[config.mk]
export PLATFORM = sky130hd
export DESIGN_NAME = ahb_burst_master
export DESIGN_NICKNAME = d
export VERILOG_FILES = /design/src/rtl/ahb_burst_master.sv
export SDC_FILE = /design/constraint.sdc
export NUM_CORES = 1
export LEC_CHECK = 0
export ABC_AREA = 1
export BUFFER_PORTS_ARGS = -buffer_cell sky130_fd_sc_hd__clkbuf_2
export CAP_MARGIN = 20
export CORE_ASPECT_RATIO = 0.5
export CORE_UTILIZATION = 50
export CTS_CLUSTER_DIAMETER = 60
export DETAILED_ROUTE_END_ITERATION = 10
export HOLD_SLACK_MARGIN = 0.12
export PLACE_DENSITY = 0.79
export SLEW_MARGIN = 0
export SYNTH_ARGS = -nofsm -noshare
export SYNTH_HDL_FRONTEND = slang
export SYNTH_SLANG_ARGS = --single-unit
[constraint.sdc]
create_clock -name clk -period 2.5 [get_ports clk]
set_input_delay 0 -clock clk [delete_from_list [all_inputs] [get_ports clk]]
set_output_delay 0 -clock clk [all_outputs]
set_load 0.02 [all_outputs]
[src/rtl/ahb_burst_master.sv]
// AHB-Lite burst master: NONSEQ/SEQ address pipelining, WRAP/INCR address generation,
// read beat return and write data pull. Define AHB_ERR_ABORT_EN for ERROR-response abort.
module ahb_burst_master #(
   parameter int ADDR_W = 32,
   parameter int DATA_W = 32,
   parameter int LEN_W  = 8
) (
   input  logic              clk,
   input  logic              rstn,
   input  logic              req_valid,
   output logic              req_ready,
   input  logic [ADDR_W-1:0] req_addr,
   input  logic [2:0]        req_burst,
   input  logic              req_write,
   input  logic [LEN_W-1:0]  req_len,
   output logic [ADDR_W-1:0] haddr,
   output logic [1:0]        htrans,
   output logic              hwrite,
   output logic [2:0]        hburst,
   output logic [2:0]        hsize,
   output logic [DATA_W-1:0] hwdata,
   input  logic [DATA_W-1:0] hrdata,
   input  logic              hready,
   input  logic              hresp,
   input  logic [DATA_W-1:0] wr_data,
   output logic              wr_pop,
   output logic              rd_valid,
   output logic [ADDR_W-1:0] rd_addr,
   output logic [DATA_W-1:0] rd_data,
   output logic              rd_last,
`ifdef AHB_ERR_ABORT_EN
   output logic              err_abort,
`endif
   output logic              busy
);

   localparam int BYTES   = DATA_W / 8;
   localparam int HSIZE_V = $clog2(BYTES);

   typedef enum logic [1:0] {S_IDLE, S_ADDR, S_BURST, S_LAST} state_t;

   state_t            state, state_nxt;
   logic [2:0]        burst_q;
   logic              write_q;
   logic [LEN_W:0]    beats_q;
   logic [LEN_W:0]    acnt;
   logic              nseq_q;
   logic              dp_vld, dp_write, dp_last;
   logic [ADDR_W-1:0] dp_addr;
   logic              addr_acc, last_addr, err_start, rd_fire, err_q;
   logic              is_wrap, cross_1k;
   logic [ADDR_W-1:0] incr_addr, wrap_mask, next_addr;

   function automatic logic [LEN_W:0] burst_beats(input logic [2:0] b, input logic [LEN_W-1:0] len);
      case (b)
         3'b000:        burst_beats = (LEN_W+1)'(1);
         3'b001:        burst_beats = {1'b0, len} + (LEN_W+1)'(1);
         3'b010, 3'b011: burst_beats = (LEN_W+1)'(4);
         3'b100, 3'b101: burst_beats = (LEN_W+1)'(8);
         default:       burst_beats = (LEN_W+1)'(16);
      endcase
   endfunction

   assign addr_acc  = ((state == S_ADDR) || (state == S_BURST)) && hready;
   assign last_addr = ((acnt + (LEN_W+1)'(1)) == beats_q);

   // WRAP window is beats*BYTES; beats is 4/8/16 encoded in hburst[2:1]
   assign is_wrap   = !burst_q[0] && (burst_q != 3'b000);
   assign wrap_mask = (ADDR_W'(1) << (32'(burst_q[2:1]) + 32'd1 + HSIZE_V)) - ADDR_W'(1);
   assign incr_addr = haddr + ADDR_W'(BYTES);
   assign next_addr = is_wrap ? ((haddr & ~wrap_mask) | (incr_addr & wrap_mask)) : incr_addr;
   assign cross_1k  = !is_wrap && (incr_addr[9:0] == 10'd0);

`ifdef AHB_ERR_ABORT_EN
   assign err_start = dp_vld && hresp && !hready;
`else
   logic unused_hresp;
   assign unused_hresp = hresp;
   assign err_start    = 1'b0;
`endif

   assign rd_fire   = dp_vld && hready && !dp_write && !err_q;

   always_ff @(posedge clk) begin
      if (!rstn) state <= S_IDLE;
      else       state <= state_nxt;
   end

   always_comb begin
      state_nxt = state;
      htrans    = 2'b00;
      case (state)
         S_IDLE:  if (req_valid) state_nxt = S_ADDR;
         S_ADDR, S_BURST: begin
            htrans = (state == S_ADDR || nseq_q) ? 2'b10 : 2'b11;
            if (err_start)     state_nxt = S_LAST;
            else if (addr_acc) state_nxt = last_addr ? S_LAST : S_BURST;
         end
         S_LAST:  if (hready) state_nxt = S_IDLE;
         default: state_nxt = S_IDLE;
      endcase
   end

   assign req_ready = (state == S_IDLE);
   assign busy      = (state != S_IDLE);
   assign hburst    = busy ? burst_q : 3'b000;
   assign hwrite    = busy && write_q;
   assign hsize     = 3'(HSIZE_V);
   assign hwdata    = (dp_vld && dp_write) ? wr_data : '0;
   assign wr_pop    = dp_vld && dp_write && hready;

   always_ff @(posedge clk) begin
      if (!rstn) begin
         haddr    <= '0;
         burst_q  <= 3'b000;
         write_q  <= 1'b0;
         beats_q  <= '0;
         acnt     <= '0;
         nseq_q   <= 1'b0;
         dp_vld   <= 1'b0;
         dp_write <= 1'b0;
         dp_last  <= 1'b0;
         dp_addr  <= '0;
         rd_valid <= 1'b0;
         rd_addr  <= '0;
         rd_data  <= '0;
         rd_last  <= 1'b0;
      end else begin
         if (state == S_IDLE && req_valid) begin
            haddr   <= req_addr;
            burst_q <= req_burst;
            write_q <= req_write;
            beats_q <= burst_beats(req_burst, req_len);
            acnt    <= '0;
            nseq_q  <= 1'b0;
         end
         if (addr_acc) begin
            acnt   <= acnt + (LEN_W+1)'(1);
            nseq_q <= cross_1k;
            if (!last_addr) haddr <= next_addr;
         end
         // data phase trails its address phase by one accepted cycle
         if (hready) begin
            dp_vld <= addr_acc;
            if (addr_acc) begin
               dp_addr  <= haddr;
               dp_write <= write_q;
               dp_last  <= last_addr;
            end
         end
         rd_valid <= rd_fire;
         rd_last  <= rd_fire && dp_last;
         if (rd_fire) begin
            rd_addr <= dp_addr;
            rd_data <= hrdata;
         end
      end
   end

`ifdef AHB_ERR_ABORT_EN
   always_ff @(posedge clk) begin
      if (!rstn) begin
         err_q     <= 1'b0;
         err_abort <= 1'b0;
      end else begin
         err_abort <= err_q && dp_vld && hready;
         if (state_nxt == S_IDLE) err_q <= 1'b0;
         else if (err_start)      err_q <= 1'b1;
      end
   end
`else
   assign err_q = 1'b0;
`endif

endmodule

==> results of run 1 <==
==> Yosys cell counts (all sizes together) <==
library cell	n	share of area
a221oi	1	0.0011
inv	115	0.054
xnor2	7	0.0077
a211oi	3	0.0028
and3	2	0.0016
xor2	13	0.014
o22ai	2	0.0016
o21a	1	0.00094
a21oi	54	0.034
and2	1	0.00079
buf	20	0.016
ha	9	0.014
o21bai	1	0.0014
nor3	9	0.0063
nor4	2	0.0016
nand3b	8	0.0076
clkbuf	56	0.026
a31oi	1	0.00079
conb	2	0.00094
nor3b	2	0.0019
nor2	265	0.13
dfxtp	158	0.40
o311ai	1	0.0011
clkinv	1	0.00047
or2	3	0.0024
nand2	246	0.12
nand3	62	0.041
o21ai	130	0.082
o2111ai	4	0.0044
nand4	40	0.031
==> cells by family (layout without fill, tap and decap cells) <==
family	count (synthesis)	after routing	share of synthesized area
flops	158	158	0.398
xor+xnor	20	20	0.0220
buf+inv	192	530	0.0971
compound gates	198	198	0.130
fa+ha+maj	9	9	0.0142
simple gates	640	640	0.338
other cells	2	5	0.000944
==> power groups by stage <==
stage / Sequential [mW] / Clock, mW / Combinational, mW
finish: 3.13 / 2.54 / 2.34
global route: 3.17 / 2.66 / 2.58
CTS: 3.12 / 2.57 / 2.28
detailed placement: 3.17 / 0 / 2.12
global placement: 3.17 / 0 / 2.07
floorplan: 3.31 / 0 / 1.27
==> worst max-delay path, delay by kind of cell, from the launching register on <==
kind | cells | cell delay, ns
simple gates | 11 | 1.07
buf+inv | 2 | 0.28
compound gates | 1 | 0.15
flops | 1 | 0.41
fa+ha+maj | 1 | 0.21
==> layer usage <==
layer  part of all wire  global-route usage  up-vias
met5                  0                   0        -
met2               0.48               0.555      365
met4              0.017              0.0912        0
met1               0.44               0.389     4271
li1                   -                   -     4568
met3              0.066              0.0594       48
==> timing repair <==
action                                  4_1_cts  5_1_grt
hold endpoints to repair                     87        0
gates resized for setup                       0        3
hold buffers                                111        0
endpoints found under the setup margin        0        2
buffers inserted                              0        0
==> layout by cell type, fill, tap and decap left out, types with 7 or more instances in the layout <==
cell,instances
clkbuf_16,17
nand4_1,40
nor3_1,8
xor2_1,13
buf_4,17
nor2_1,260
nand3_1,59
inv_1,111
nand3b_1,8
nand2_1,243
o21ai_0,125
xnor2_1,7
clkbuf_2,249
dfxtp_1,158
a21oi_1,53
dlygate4sd3_1,111
ha_1,9
==> cell type report <==
type | count | area share
timing repair buffer | 382 | 0.233
tap | 204 | 0.0231
clock inverter | 15 | 0.0141
sequential | 158 | 0.286
multi-input combinational | 872 | 0.366
inverter | 116 | 0.0394
clock buffer | 17 | 0.0385
==> metrics by stage <==
step                       util  instances  hold slack (ns)  total power [mW]  instance area (sq um)
final                     0.715       1764            0.291              8.01                  11100
after global routing      0.715       1764            0.306              8.42                  11100
after floorplan               -       1222            0.119              4.58                   7960
after global placement    0.604       1620            0.221              5.23                   9330
after detailed placement  0.604       1620            0.228              5.29                   9330
after CTS                 0.713       1763            0.292              7.97                  11000
==> path summary, 6_finish.rpt <==
kind,cells past startpoint,endpoint,from,slack (ns)
worst min register to register,2,rd_addr[21],dp_addr[21],0.48
worst max-delay path,15,haddr[1],acnt[0],0.23
worst min-delay path,4,hwdata[21],wr_data[21],0.29
worst max register to register,15,haddr[1],acnt[0],0.23
==> run summary, run 1 <==
CP Data Arrival Time = 2.57 ns
Largest net degree at the start of global routing = 67
Max Fanout on Critical Path = 38
Clock power share = 0.317
Pre-CTS setup slack = 0.270 ns
Post-Syn Instances = 1219
Worst-path cell chain = ha_1 > nand2_2 > inv_2 > nand2_1 > nand2_1 > nand2_1 > nand2_1 > nand3_1 > nor2_1 > nand3_2 > nand2_1 > buf_12 > nand2_1 > o21ai_1 > nor2_1
Critical Path Max Stage Delay = 0.41 ns
Fin worst setup slack = 0.232 ns
Clk buf depth = 2
Vias post-DR = 9252
Die ar. = 16400 sq um
Critical Path Source Type = flop
Static leakage = 5.57 nW
Slowest CP cell = dfxtp_1
Period utilization = 0.907
DRC violations left = 0
Vias in the first global route = 8693
Sequential share of power = 0.391
Logic pwr share = 0.292
Netlist Area Pre-Place = 7950 sq um
VDD IR-drop max = 0.463 mV
H-tree Lvls = 4
Die Height = 91.2 um
RePlAce Congestion = 0.923
Setup TNS = 0 ns
Die X = 180 um
Hold Vio Cnt, Final = 0
Vias per std cell = 5.24
Detailed Place HPWL = 16.2 mm
Internal = 5.00 mW
Max-Cap Viols = 0
Number of cell rows = 32
Status = complete, no violations
WL/cell = 14.5 um
Number of synthesis warnings = 0
Total gr overflow = 0
Synth cell types = 41
Filler cells = 1233
TritonCTS clock tree = built
Clk_lat worst skew = 0.43 ns
Antenna-violating nets left = 0
Max-slew headroom = 0.353
Setup crit end kind = flop
Initial Util = 0.514
Share of post-route cells with drive strength above 1 = 0.207
Synthesized flop and latch total = 158
Antenna cells = 0
Sw power = 3.01 mW
Core area = 15500 sq um
Worst Hold Class = input pin to primary output
IO Pins = 255
WS Path Type = flop to flop
CP most frequent cell = nand2_1
Area Growth Syn to Fin = 39.0%
Pwr Density = 724 nW/um^2
Initial antenna violation count = 0
RSZ-0062 raised after global routing = false
Overall routing resource usage = 0.314
Syn avg cell area = 6.52 sq um
DRT iter0 DRCs = 710
Reg area = 3160 sq um
WP data required = 2.81 ns
Pre-Repair DR Iteration Count = 5
Seq/Total Area, Yosys = 0.398
Cts bufs inserted = 17
Routed Wire Length = 25.6 mm
Nets = 1669
Slew Viols, Final = 0
Final setup vio count = 0
Area occupied by multi-input gates = 4040 sq um
Clk sinks = 158
Clk pin slew, worst setup/hold paths = 0.07 ns
Clk_skew = 0.0138 ns
CTS root buf = clkbuf_16
# port buffers = 250
Worst-margin pin slew = 0.968 ns
First-pass GRT wire length = 42.1 mm
Switching share of total power = 0.376
FMAX = 441 MHz
Minimum clock period = 2.27 ns
No activity file was read; power rests on OpenSTA's default activity.
==> inputs of run 2 (changes only) <==
Clock period 2.5 ns to 2.3 ns, I/O delays scaled along.
==> run 2 against run 1 <==
  * First-iteration DRC count down 9.0%
  * Combinational power rose by 13%
  * Hold slack got worse by 0.088 ns
  * Sequential power increased by 8.0%
  * Total power rose by 9.3%
  * Die area unchanged
  * Count of clock-buffer cells in the layout increased by 1
  * Sequential share of layout area up 0.12 points
  * Non-clock buffer count fell by 6
  * Critical path type unchanged
  * Largest power group unchanged
==> run summary, run 2 (synthesis gave the netlist of run 1 again) <==
Worst-path cell chain = ha_1 > nand2_2 > inv_2 > nand2_1 > nand2_1 > nand2_1 > nand2_1 > nand3_1 > nor2_2 > nand3_2 > buf_4 > clkbuf_16 > or2_1 > a31oi_1
RePlAce Congestion = 0.963
Critical Path Max Stage Delay = 0.37 ns
Worst path buffer plus inverter count = 3
RSZ-0062 raised after global routing = true
Internal = 5.47 mW
Setup crit end kind = flop
Status = complete, no violations
Worst-margin pin slew = 0.947 ns
Max-slew headroom = 0.367
Clock power share = 0.310
Post-Place Cells = 1625
Antenna-violating nets left = 0
WP data required = 2.65 ns
Delay-heaviest family, CP = simple AND/OR/NAND/NOR gates
Number of cell rows = 32
Sw power = 3.28 mW
VDD IR-drop max = 0.541 mV
CTS root buf = clkbuf_16
WL/cell = 14.9 um
Worst Hold Class = input pin to flop
Switching share of total power = 0.375
H-tree Lvls = 4
Slowest CP cell = dfxtp_4
Initial Util = 0.514
Clk buf depth = 2
Initial antenna violation count = 0
Minimum clock period = 2.20 ns
Cts bufs inserted = 17
Static leakage = 5.53 nW
CP most frequent cell = nand2_1
Period utilization = 0.956
Die Height = 91.2 um
FMAX = 455 MHz
Antenna cells = 0
WS Path Type = flop to flop
Pre-CTS setup slack = 0.0603 ns
Die X = 180 um
IO Pins = 255
Slew Viols, Final = 0
Final setup vio count = 0
Clk sinks = 158
# port buffers = 250
Clk_lat worst skew = 0.44 ns
TritonCTS clock tree = built
Detailed Place HPWL = 16.5 mm
Vias post-DR = 9354
Hold Vio Cnt, Final = 0
Clk_skew = 0.0146 ns
Largest net degree at the start of global routing = 97
Clk pin slew, worst setup/hold paths = 0.07 ns
Area Growth Syn to Fin = 38.7%
Logic pwr share = 0.303
Layout Cells excl Fill = 1758
CP Data Arrival Time = 2.55 ns
Sequential share of power = 0.386
Fin worst setup slack = 0.101 ns
Commonest non-fill, non-tap cell in the layout = nor2_1
Final Power = 8.75 mW
Total gr overflow = 0
Routed Wire Length = 26.2 mm
Critical Path Source Type = flop
Pwr Density = 794 nW/um^2
DRC violations left = 0
Share of post-route cells with drive strength above 1 = 0.218
Most frequent cells in the layout = nor2_1 (259), clkbuf_2 (249), nand2_1 (241), dfxtp_1 (156), o21ai_0 (124)
Nets = 1663
Die ar. = 16400 sq um
First-pass GRT wire length = 42.5 mm
DRT iter0 DRCs = 646
Max-Cap Viols = 0
Max Fanout on Critical Path = 24
Vias in the first global route = 8848
Core area = 15500 sq um
Overall routing resource usage = 0.317
Vias per std cell = 5.32
Pre-Repair DR Iteration Count = 5
## run 2: cell count changes in the layout (fill, tap and decap cells not counted), sizes merged
cell	delta
dlygate4sd3	-14
buf	+6
clkbuf	+3
clkinv	-1
clkinvlp	-1
inv	+1
## run 2: worst paths after layout
| path | depth (start not counted) | slack, ns | start | to |
|---|---|---|---|---|
| min | 7 | 0.20 | req_len[0] | beats_q[5] |
| min reg2reg | 2 | 0.46 | dp_last | dp_last |
| max | 14 | 0.10 | acnt[0] | state[0] |
| max reg2reg | 14 | 0.10 | acnt[0] | state[0] |
## run 2: layer usage
layer / vias to the layer above / wire length (um) / track usage
met5: - / 0 / 0
met4: 0 / 671 / 0.117
met3: 70 / 1760 / 0.0770
met2: 394 / 12400 / 0.541
met1: 4350 / 11300 / 0.389
li1: 4540 / - / -
## run 2: per-stage QoR
stage	util	hold WS (ns)	instance area, sq um	setup TNS, ns
after floorplan	-	0.119	7960	0
after global placement	0.608	0.222	9390	0
after detailed placement	0.608	0.231	9390	0
after CTS	0.707	0.182	10900	0
after global routing	0.713	0.256	11000	-0.205
final	0.713	0.203	11000	0
## run 2: worst min-delay path, delay by kind of cell
kind | cells | cell delay, ns
buffers and inverters | 2 | 0.19
AND/OR/NAND/NOR | 3 | 0.24
AO/OA/AOI/OAI | 2 | 0.14
## run 2: what timing repair did
action | in CTS | in global routing
hold buffers | 97 | 0
endpoints found under the hold margin | 81 | 0
endpoints found under the setup margin | 0 | 23
resized for setup | 0 | 12
buffers inserted | 0 | 1
## run 2: cell type report
class	count	area, sq um
Fill cell	1282	4430
Multi-Input combinational cell	872	4060
Sequential cell	158	3170
Timing Repair Buffer	376	2550
Inverter	116	435
Clock buffer	18	429
Tap cell	204	255
Clock inverter	14	128
## run 2: power by group through the flow
stage / combinational (mW) / clock, mW / sequential, mW
6_report: 2.65 / 2.71 / 3.38
5_1_grt: 2.92 / 2.87 / 3.42
4_1_cts: 2.52 / 2.75 / 3.37
3_5_place_dp: 2.37 / 0 / 3.42
3_3_place_gp: 2.32 / 0 / 3.42
2_1_floorplan: 1.38 / 0 / 3.60
==> inputs of run 3 (changes only) <==
Settings changed: CELL_PAD_IN_SITES_DETAIL_PLACEMENT set to 1, CELL_PAD_IN_SITES_GLOBAL_PLACEMENT set to 1, CORE_UTILIZATION 50 to 35, PLACE_DENSITY 0.79 to not set, PLACE_DENSITY_LB_ADDON set to 0.1.
==> run 3 against run 2 <==
  * Final area rose by 1.6%
  * Critical path type is now input pin to flop
  * Global-route usage is 5.0 points lower
  * Largest cell class unchanged
  * Sequential power about the same
==> run summary, run 3 (synthesis gave the netlist of run 1 again) <==
Status = complete, no violations
CP Data Arrival Time = 2.53 ns
Period utilization = 0.935
Number of cell rows = 38
Clk buf depth = 2
CTS root buf = clkbuf_16
Post-DP Area = 9580 sq um
Max-slew headroom = 0.301
Hold WS = 0.292 ns
Post-CTS setup buffers = 0
Routed Wire Length = 31.7 mm
Die X = 215 um
Clk_lat worst skew = 0.44 ns
RePlAce Congestion = 0.897
Slew Viols, Final = 0
FMAX = 465 MHz
Clk sinks = 158
Initial antenna violation count = 0
Clk_skew = 0.0118 ns
Final Cell Area = 11200 sq um
Initial Util = 0.362
R2R setup slack = 0.19 ns
Cts bufs inserted = 17
Critical Path Source Type = input pin
WS Path Type = input pin to flop
TritonCTS clock tree = built
Core area = 22000 sq um
Filler cells = 2951
Pre-CTS setup slack = 0.0981 ns
Most frequent cells in the layout = nor2_1 (258), clkbuf_2 (249), nand2_1 (242), dfxtp_1 (154), o21ai_0 (124)
Static leakage = 5.53 nW
Max-Cap Viols = 0
Overall routing resource usage = 0.267
DRT iter0 DRCs = 497
Hold Vio Cnt, Final = 0
Final setup vio count = 0
Share of post-route cells with drive strength above 1 = 0.225
Commonest non-fill, non-tap cell in the layout = nor2_1
First-pass GRT wire length = 49.3 mm
Max Fanout on Critical Path = 3
IO Pins = 255
RSZ-0062 raised after global routing = false
WP data required = 2.68 ns
Setup crit end kind = flop
Vias in the first global route = 9549
DRC violations left = 0
Worst Hold Class = input pin to primary output
Final Core Density = 0.510
VDD IR-drop max = 0.477 mV
Total gr overflow = 0
Detailed Place HPWL = 20.9 mm
Antenna-violating nets left = 0
WL/cell = 17.1 um
Die ar. = 23400 sq um
Nets = 1658
# port buffers = 250
Clk pin slew, worst setup/hold paths = 0.07 ns
Worst-margin pin slew = 1.05 ns
Minimum clock period = 2.15 ns
Fin worst setup slack = 0.149 ns
Largest net degree at the start of global routing = 82
Pwr Density = 815 nW/um^2
Pre-Repair DR Iteration Count = 5
H-tree Lvls = 4
Area Growth Syn to Fin = 40.9%
Setup TNS = 0 ns
Vias post-DR = 9385
Die Height = 109 um
Vias per std cell = 5.07
-- run 3: area by class of cell --
class,count,area (sq um),area share
inverters,116,437,0.0390
clock inverters,11,131,0.0117
diodes,1,2.50,0.000223
well taps,300,375,0.0335
clock buffers,21,460,0.0411
repair buffers,371,2520,0.225
flip-flops and latches,158,3170,0.283
multi-input cells,872,4110,0.366
-- run 3: stage by stage --
stage,power (mW),cells
floorplan,4.97,1222
global placement,5.87,1728
detailed placement,5.96,1728
CTS,9.03,1844
global route,9.61,1849
finish,9.13,1850
-- run 3: timing repair --
action                                  in CTS  in global routing
resized for setup                            0                 22
endpoints found under the hold margin       88                  0
hold buffers                                84                  0
endpoints found under the setup margin       0                 34
-- run 3: worst max-delay path, stage by stage --
cell	delay, ns
dlygate4sd3_1	0.56
clkbuf_2	0.15
nand3_1	0.13
nor2_1	0.06
inv_1	0.10
nand2_1	0.07
o22ai_1	0.14
dlygate4sd3_1	0.59
nand2_1	0.05
dlygate4sd3_1	0.55
a21oi_1	0.11
-- run 3: path summary, 6_finish.rpt --
kind / start / to / cells after the start
max: req_len[0] / beats_q[3] / 11
min: wr_data[13] / hwdata[13] / 4
max reg2reg: state[0] / beats_q[4] / 7
min reg2reg: dp_vld / dp_vld / 2
-- run 3: routing by layer --
| layer | up-vias | track usage | share of wire |
|---|---|---|---|
| met5 | - | 0 | 0 |
| met2 | 226 | 0.493 | 0.50 |
| li1 | 4537 | - | - |
| met1 | 4576 | 0.315 | 0.43 |
| met4 | 0 | 0.0795 | 0.018 |
| met3 | 46 | 0.0529 | 0.044 |
-- run 3: report_power, final --
group / internal [mW] / switching [mW] / leakage (nW)
registers: 3.08 / 0.309 / 1.29
clock network: 1.67 / 1.26 / 0.280
logic: 1.00 / 1.81 / 3.96
